===== config.mk =====
export PLATFORM = sky130hd
export DESIGN_NAME = seg_scan_capture
export DESIGN_NICKNAME = d
export VERILOG_FILES = /design/src/rtl/seg_capture_pkg.sv /design/src/rtl/seg7_to_bcd.sv /design/src/rtl/seg_scan_capture.sv
export SDC_FILE = /design/constraint.sdc
export NUM_CORES = 1
export LEC_CHECK = 0
export CORE_MARGIN = 4
export CORE_UTILIZATION = 55
export CTS_CLUSTER_DIAMETER = 150
export DETAILED_ROUTE_END_ITERATION = 10
export PLACE_DENSITY = 0.87
export SLEW_MARGIN = 20
export SYNTH_ARGS = -nofsm -noshare
export SYNTH_HDL_FRONTEND = slang
export SYNTH_HIERARCHICAL = 1
export SYNTH_SLANG_ARGS = --single-unit

===== constraint.sdc =====
create_clock -name in_clk -period 3.26 [get_ports in_clk]
set_input_delay 0.652 -clock in_clk [delete_from_list [all_inputs] [get_ports in_clk]]
set_output_delay 0.652 -clock in_clk [all_outputs]
set_load 0.02 [all_outputs]

===== src/rtl/seg_capture_pkg.sv =====
// Shared types and constants for the seven-segment scan capture block:
// segment codes, digit indices, FSM encoding and select-decoding helpers.
package seg_capture_pkg;

    typedef logic [3:0] bcd_t;

    typedef enum logic {
        HUNT    = 1'b0,
        COLLECT = 1'b1
    } cap_state_e;

    // Segment order is {a,b,c,d,e,f,g}, active high
    localparam logic [6:0] SEG_0     = 7'b1111110;
    localparam logic [6:0] SEG_1     = 7'b0110000;
    localparam logic [6:0] SEG_2     = 7'b1101101;
    localparam logic [6:0] SEG_3     = 7'b1111001;
    localparam logic [6:0] SEG_4     = 7'b0110011;
    localparam logic [6:0] SEG_5     = 7'b1011011;
    localparam logic [6:0] SEG_6     = 7'b1011111;
    localparam logic [6:0] SEG_7     = 7'b1110000;
    localparam logic [6:0] SEG_8     = 7'b1111111;
    localparam logic [6:0] SEG_9     = 7'b1111011;
    localparam logic [6:0] SEG_BLANK = 7'b0000000;

    localparam logic [2:0] IDX_TENS_HOURS   = 3'd0;
    localparam logic [2:0] IDX_HOURS        = 3'd1;
    localparam logic [2:0] IDX_TENS_MINUTES = 3'd2;
    localparam logic [2:0] IDX_MINUTES      = 3'd3;
    localparam logic [2:0] IDX_TENS_SECONDS = 3'd4;
    localparam logic [2:0] IDX_SECONDS      = 3'd5;

    localparam int NUM_DIGITS = 6;

    function automatic logic sel_is_onehot(input logic [5:0] sel);
        return (sel != 6'b0) && ((sel & (sel - 6'd1)) == 6'b0);
    endfunction

    // MSB of the select is digit 0, LSB is digit 5
    function automatic logic [2:0] sel_to_idx(input logic [5:0] sel);
        logic [2:0] idx;
        idx = 3'd0;
        for (int i = 0; i < NUM_DIGITS; i++) begin
            if (sel[i]) idx = 3'(NUM_DIGITS - 1 - i);
        end
        return idx;
    endfunction

endpackage


===== src/rtl/seg7_to_bcd.sv =====
// Combinational seven-segment pattern to BCD decoder; any pattern outside
// the ten digit codes (blank included) is reported as invalid.
module seg7_to_bcd
    import seg_capture_pkg::*;
(
    input  logic [6:0] seg,
    output logic       valid,
    output bcd_t       bcd
);

    always_comb begin
        valid = 1'b1;
        bcd   = 4'd0;
        case (seg)
            SEG_0:   bcd = 4'd0;
            SEG_1:   bcd = 4'd1;
            SEG_2:   bcd = 4'd2;
            SEG_3:   bcd = 4'd3;
            SEG_4:   bcd = 4'd4;
            SEG_5:   bcd = 4'd5;
            SEG_6:   bcd = 4'd6;
            SEG_7:   bcd = 4'd7;
            SEG_8:   bcd = 4'd8;
            SEG_9:   bcd = 4'd9;
            default: valid = 1'b0;
        endcase
    end

endmodule


===== src/rtl/seg_scan_capture.sv =====
// Reassembles HH:MM:SS frames from a multiplexed seven-segment scan bus.
// Optional frame range validation: define SEG_CAPTURE_RANGE_CHECK_EN.
module seg_scan_capture
    import seg_capture_pkg::*;
(
    input  logic       in_clk,
    input  logic       in_rst_n,
    input  logic [5:0] segment_sel,
    input  logic [6:0] seven_seg,
    output bcd_t       tens_hours,
    output bcd_t       hours,
    output bcd_t       tens_minutes,
    output bcd_t       minutes,
    output bcd_t       tens_seconds,
    output bcd_t       seconds,
    output logic       frame_valid,
    output logic       decode_err,
    output logic       sel_err,
    output logic       range_err
);

    logic [5:0] sel_p0;
    logic [6:0] seg_p0;
    logic       dig_vld_p0;
    bcd_t       dig_bcd_p0;
    logic       sel_idle_p0;
    logic       sel_onehot_p0;
    logic [2:0] sel_idx_p0;

    cap_state_e state_q, state_d;
    logic [2:0] exp_q, exp_d;
    // Digit 5 is never staged: it goes straight to the outputs on commit
    bcd_t       stage_q [NUM_DIGITS-1];
    logic       stage_we;
    logic       commit;
    logic       range_ok;
    logic       sel_err_d;
    logic       decode_err_d;

    seg7_to_bcd u_dec (
        .seg   (seg_p0),
        .valid (dig_vld_p0),
        .bcd   (dig_bcd_p0)
    );

    assign sel_idle_p0   = (sel_p0 == 6'b0);
    assign sel_onehot_p0 = sel_is_onehot(sel_p0);
    assign sel_idx_p0    = sel_to_idx(sel_p0);

    always_comb begin
        state_d      = state_q;
        exp_d        = exp_q;
        stage_we     = 1'b0;
        commit       = 1'b0;
        sel_err_d    = 1'b0;
        decode_err_d = 1'b0;
        case (state_q)
            HUNT: begin
                // Silently resynchronise: the scan may be joined mid-frame
                if (sel_onehot_p0 && sel_idx_p0 == IDX_TENS_HOURS && dig_vld_p0) begin
                    stage_we = 1'b1;
                    exp_d    = 3'd1;
                    state_d  = COLLECT;
                end
            end
            COLLECT: begin
                if (!sel_idle_p0) begin
                    if (!sel_onehot_p0) begin
                        sel_err_d = 1'b1;
                        state_d   = HUNT;
                        exp_d     = 3'd0;
                    end else if (!dig_vld_p0) begin
                        decode_err_d = 1'b1;
                        state_d      = HUNT;
                        exp_d        = 3'd0;
                    end else if (sel_idx_p0 == exp_q - 3'd1) begin
                        stage_we = 1'b1;
                    end else if (sel_idx_p0 == exp_q) begin
                        if (sel_idx_p0 == IDX_SECONDS) begin
                            commit  = 1'b1;
                            state_d = HUNT;
                            exp_d   = 3'd0;
                        end else begin
                            stage_we = 1'b1;
                            exp_d    = exp_q + 3'd1;
                        end
                    end else begin
                        sel_err_d = 1'b1;
                        state_d   = HUNT;
                        exp_d     = 3'd0;
                    end
                end
            end
            default: begin
                state_d = HUNT;
                exp_d   = 3'd0;
            end
        endcase
    end

`ifdef SEG_CAPTURE_RANGE_CHECK_EN
    assign range_ok = (stage_q[IDX_TENS_HOURS] <= 4'd2) &&
                      !(stage_q[IDX_TENS_HOURS] == 4'd2 && stage_q[IDX_HOURS] > 4'd3) &&
                      (stage_q[IDX_TENS_MINUTES] <= 4'd5) &&
                      (stage_q[IDX_TENS_SECONDS] <= 4'd5);

    always_ff @(posedge in_clk or negedge in_rst_n) begin
        if (!in_rst_n) begin
            range_err <= 1'b0;
        end else begin
            range_err <= commit && !range_ok;
        end
    end
`else
    assign range_ok  = 1'b1;
    assign range_err = 1'b0;
`endif

    // p0: pin capture; FSM, staging and outputs follow one edge later
    always_ff @(posedge in_clk or negedge in_rst_n) begin
        if (!in_rst_n) begin
            sel_p0       <= '0;
            seg_p0       <= '0;
            state_q      <= HUNT;
            exp_q        <= '0;
            for (int i = 0; i < NUM_DIGITS - 1; i++) stage_q[i] <= '0;
            tens_hours   <= '0;
            hours        <= '0;
            tens_minutes <= '0;
            minutes      <= '0;
            tens_seconds <= '0;
            seconds      <= '0;
            frame_valid  <= 1'b0;
            decode_err   <= 1'b0;
            sel_err      <= 1'b0;
        end else begin
            sel_p0      <= segment_sel;
            seg_p0      <= seven_seg;
            state_q     <= state_d;
            exp_q       <= exp_d;
            if (stage_we) stage_q[sel_idx_p0] <= dig_bcd_p0;
            frame_valid <= commit && range_ok;
            decode_err  <= decode_err_d;
            sel_err     <= sel_err_d;
            if (commit && range_ok) begin
                tens_hours   <= stage_q[IDX_TENS_HOURS];
                hours        <= stage_q[IDX_HOURS];
                tens_minutes <= stage_q[IDX_TENS_MINUTES];
                minutes      <= stage_q[IDX_MINUTES];
                tens_seconds <= stage_q[IDX_TENS_SECONDS];
                seconds      <= dig_bcd_p0;
            end
        end
    end

endmodule


==> results of run 1 <==
[cell families (layout without fill, tap and decap cells)]
logic type / Yosys count / after routing / synth area share (%)
flip-flops: 64 / 64 / 50.2
AO/OA/AOI/OAI: 39 / 39 / 10.4
adder cells (fa/ha/maj): 2 / 2 / 0.784
AND/OR/NAND/NOR: 70 / 70 / 14.6
buffers and inverters: 23 / 71 / 4.55
XOR/XNOR: 5 / 5 / 1.80
other: 1 / 1 / 0.117
multiplexers: 44 / 44 / 17.6
[metal layers]
| layer | vias up | share of wire [%] |
|---|---|---|
| li1 | 1022 | - |
| met1 | 1065 | 43 |
| met2 | 81 | 48 |
| met3 | 19 | 6.6 |
| met4 | 0 | 3.0 |
| met5 | - | 0 |
[cell type report]
cell class	count	area, um^2	area share [%]
Sequential cell	64	1600	41.8
Multi-Input combinational cell	161	1450	37.8
Timing Repair Buffer	45	435	11.4
Clock buffer	9	124	3.23
Clock inverter	7	95.1	2.48
Tap cell	72	90.1	2.35
Inverter	10	37.5	0.980
[state kept, by name (all words and copies together), names as in the netlist]
register	count
stage_q	20
sel_err	1
tens_seconds	4
frame_valid	1
sel_p0	6
hours	4
decode_err	1
exp_q	3
seconds	4
state_q	1
tens_minutes	4
minutes	4
tens_hours	4
seg_p0	7
[placed cells by master, fill, tap and decap left out, drive strengths merged, types with 6 or more instances in the layout]
cell / instances
dfrtp: 64
clkdlybuf4s50: 40
mux2: 40
inv: 11
nand3: 9
clkbuf: 9
nor2: 7
o21ai: 7
o2111ai: 7
nor2b: 6
nor4b: 6
nand2: 6
a21oi: 6
[worst max-delay path, stage by stage (launching register included)]
cell and delay, ns:
dfrtp_1 0.45, or4b_4 0.56, a21oi_2 0.13, nand4b_1 0.21, nand2_1 0.13, o21ai_4 0.27, nand2_4 0.10, or3_1 0.36
buf_4 0.27, mux2_4 0.34
[report_power, final]
| part | switching, W | internal [W] |
|---|---|---|
| combinational | 0.0000910 | 0.0000660 |
| sequential | 0.0000345 | 0.000810 |
| clock | 0.000318 | 0.000431 |
[worst paths after layout]
path	to	slack [ns]	depth (start not counted)
worst max register to register	tens_minutes[2]	0.30	9
worst min-delay path	frame_valid	0.20	1
worst min register to register	stage_q[1]	0.50	1
worst max-delay path	tens_minutes[2]	0.30	9
max in group asynchronous	seg_p0[2]	2.16	2
min in group in_clk	stage_q[1]	0.50	1
[metrics by stage]
step / instance area, um^2 / total power (W)
after detailed placement: 3610 / 0.00102
after global routing: 3830 / 0.00183
final: 3830 / 0.00175
after floorplan: 3190 / 0.000956
after CTS: 3830 / 0.00177
after global placement: 3610 / 0.00101
==> results.cfg, run 1 <==
[route]
wl_per_cell_um = 16.9
finalWirelength_um = 6210
firstDrtPassIters = 4
drt_iter0_markers = 175
route.detailed.drc = 0
drtAntennaViolNets = 0
vias = 2187
viasPerCell = 5.94

[logic_synthesis]
ys_ff_latch = 64
synth_edf_count = 0
synth_area_leaders = dfrtp_1 (50%), mux2_4 (8.9%), mux2_2 (7.1%)
yosys.area.top_type = dfrtp_1
synthCells = 248
yosysTopAreaCellShare_pct = 50.2
synth-seq-area-share_pct = 50.2
synth_flop_cell = dfrtp_1
syn-num-nets = 265
synth_cell_types = 66
yosysMostFrequentCell = dfrtp_1
yosysWarnings = 6
synthTopCellsByCount = dfrtp_1 (64), mux2_2 (20), mux2_4 (19)
synth_area_per_cell_um2 = 12.9
syn-cell-area_mm2 = 0.00319
async_flop_share_pct = 100

[critical_path]
path_max_fanout = 25
cp-end-kind = register
worstSetupStartpoint = seg_p0[6]
r2r-start = seg_p0[6]
worstSetupPathType = register to register
crit_arrival_ns = 3.18
startpoint_type = register
crit_required_ns = 3.48

[die]
die_x_um = 84.2
core_area_mm2 = 0.00557
start_util_pct = 57.3
die_y_um = 84.2
io_pins = 43
die-area_mm2 = 0.00709
rows = 27

[clock_network]
ctsLongestPathBuffers = 2
path_clk_slew_ns = 0.07
h-tree-depth = 3
post_cts_buffers = 0
cts_hold_buf = 0
clock-sinks = 64
cts_tree = built
cts_buffers = 9
cts-root-buf = clkbuf_8
clock_latency_ns = 0.34
cts_resized = 0

[place]
routabilityCongestion = 0.926
pre_cts_ws_ns = 0.320
post-dp-hpwl_um = 4430
portBuffers = 41
dp.cells = 352

[global_routing]
use_met1_pct = 23.9
grt_pass1_vias = 2169
globalRoute.totalOverflow = 0
top_usage_layer = met2
gr-usage-met3_pct = 5.40
grt_pass1_wl_um = 10500
track_usage_pct = 18.8
antenna_found_initial = 0
grt.met2_usage_pct = 30.0
grt_start_max_net_pins = 50

[timing]
tightestPinTransition_ns = 0.992
fin_skew_ns = 0.00585
timing.final.crit_share_pct = 90.8
finalHoldViolCount = 0
rsz0062_at_grt = no
max_freq_mhz = 338
finalWorstPathRequiredPeriod_ns = 2.96
slew_viol_final = 0
fin_tns_setup_ns = 0
setup_viol = 0
fin_ws_ns = 0.300
relSlewSlack_pct = 33.6
final.hold.worst_slack_ns = 0.199

[status]
outcome = finished, final reports clean

[worst_hold_path]
hold_class = input port to asynchronous set/reset pin

[final_layout]
fin_cells = 368
nets = 308
drive_above_1_share_pct = 26.7
diodes = 0
area_growth_pct = 19.9
num-fill-cells = 407
utilization_pct = 68.7

[pwr]
peakVddDrop_uv = 329
p_leak_nw = 1.79
p_per_area_mw_per_mm2 = 457

[flow_run]
drv_cap = 0
Note: power is estimated with default switching activity, not from simulation.
==> run 2: changes to the inputs <==
--- a/config.mk
+++ b/config.mk
@@ -5,10 +5,12 @@
 export SDC_FILE = /design/constraint.sdc
 export NUM_CORES = 1
 export LEC_CHECK = 0
-export CORE_MARGIN = 4
+export CORE_MARGIN = 1.5
 export CORE_UTILIZATION = 55
+export CTS_BUF_LIST = sky130_fd_sc_hd__clkbuf_16
 export CTS_CLUSTER_DIAMETER = 150
 export DETAILED_ROUTE_END_ITERATION = 10
+export HOLD_SLACK_MARGIN = 0.1
 export PLACE_DENSITY = 0.87
 export SLEW_MARGIN = 20
 export SYNTH_ARGS = -nofsm -noshare
==> results.cfg, run 2 (synthesis results as in run 1) <==
[clock_network]
cts_buffers = 9
post_cts_buffers = 0
clock-sinks = 64
path_clk_slew_ns = 0.06
ctsLongestPathBuffers = 2
cts-root-buf = clkbuf_16
clock_latency_ns = 0.33
cts_resized = 0
cts_hold_buf = 0
cts_tree = built
h-tree-depth = 3

[route]
drtAntennaViolNets = 0
firstDrtPassIters = 4
vias = 2152
drt_iter0_markers = 114
finalWirelength_um = 6230
wl_per_cell_um = 16.9
viasPerCell = 5.83
route.detailed.drc = 0

[critical_path]
crit_arrival_ns = 3.12
critPathSlowestCell = or4b_4
worstSetupPathType = register to register
path_cells = or4b_4, a21oi_2, nand4b_1, nand2_1, o21ai_4, nand2_4, or3_1, buf_4, mux2_4
crit_required_ns = 3.47
cp-end-kind = register
path_max_fanout = 25
startpoint_type = register
r2r_setup_slack_ns = 0.35
max_stage_delay_ns = 0.56

[timing]
timing.final.crit_share_pct = 89.2
max_freq_mhz = 344
finalWorstPathRequiredPeriod_ns = 2.91
fin_ws_ns = 0.352
fin_tns_setup_ns = 0
slew_viol_final = 0
tightestPinTransition_ns = 0.913
fin_skew_ns = 0.00619
setup_viol = 0
rsz0062_at_grt = no
finalHoldViolCount = 0
relSlewSlack_pct = 38.9
final.hold.worst_slack_ns = 0.290

[die]
start_util_pct = 57.6
die_x_um = 79.2
die_y_um = 79.2
core_area_mm2 = 0.00554
die-area_mm2 = 0.00627
io_pins = 43
rows = 27

[global_routing]
globalRoute.totalOverflow = 0
grt_pass1_wl_um = 10500
track_usage_pct = 22.2
antenna_found_initial = 0
grt_pass1_vias = 2103
grt_start_max_net_pins = 42

[final_layout]
drive_above_1_share_pct = 26.9
reg_top3 = stage_q x20, seg_p0 x7, sel_p0 x6
area_growth_pct = 23.4
fin_cells = 369
largest_reg_flops = 20
diodes = 0
mostFrequentLayoutCell = dfrtp_1
nets = 309
layout_common_cells = dfrtp_1 (64), clkdlybuf4s50_1 (40), mux2_2 (20)
largest_register = stage_q

[flow_run]
drv_cap = 0

[worst_hold_path]
hold_class = input port to asynchronous set/reset pin

[pwr]
p_total_w = 0.00202
p_per_area_mw_per_mm2 = 512
peakVddDrop_uv = 362
p_leak_nw = 1.84

[place]
routabilityCongestion = 0.958
portBuffers = 41
pre_cts_ws_ns = 0.371
dp.cells = 353
post-dp-hpwl_um = 4190

[status]
outcome = finished, final reports clean
==> run 2: cell count changes in the layout (fill, tap and decap cells not counted), sizes merged <==
cell	delta
clkinv	+2
inv	-1
buf	+1
clkinvlp	-1
==> run 2: worst paths after layout <==
path,start,end,cells after the start
setup / recovery,seg_p0[6],hours[1],9
hold / removal,in_rst_n,hours[2],1
setup reg to reg,seg_p0[6],hours[1],9
hold reg to reg,stage_q[12],hours[0],1
max in group asynchronous,in_rst_n,sel_p0[2],2
min in group in_clk,stage_q[12],hours[0],1
==> run 2: area by class of cell <==
class,count,area [um^2]
clock inverters,7,96.3
multi-input cells,161,1450
inverters,10,37.5
flip-flops and latches,64,1600
well taps,72,90.1
repair buffers,46,443
clock buffers,9,225
fillers,380,1600
==> run 2: stage by stage <==
stage | instance area [um^2] | util (%)
2_1_floorplan | 3190 | -
4_1_cts | 3940 | 71.1
3_5_place_dp | 3620 | 65.3
3_3_place_gp | 3620 | 65.3
5_1_grt | 3940 | 71.1
6_report | 3940 | 71.1
==> run 2: metal layers <==
| layer | up-vias | track usage [%] | wire, um |
|---|---|---|---|
| li1 | 1016 | - | - |
| met1 | 1058 | 28.9 | 2710 |
| met2 | 69 | 34.7 | 3100 |
| met3 | 9 | 6.09 | 266 |
| met4 | 0 | 9.82 | 158 |
| met5 | - | 0 | 0 |
==> run 2: where the power goes <==
group	switching [W]	internal [W]	leakage (nW)
Combinational	0.0000882	0.0000665	0.818
Sequential	0.0000350	0.000812	0.864
Clock	0.000346	0.000669	0.159
Total	0.000469	0.00155	1.84
==> run 2: critical path: cells and delay by family (launching register included) <==
kind	cells	cell delay [ns]
AOI/OAI and AO/OA	2	0.39
and+or+nand+nor	5	1.32
DFF	1	0.46
buffers and inverters	1	0.27
muxes	1	0.35
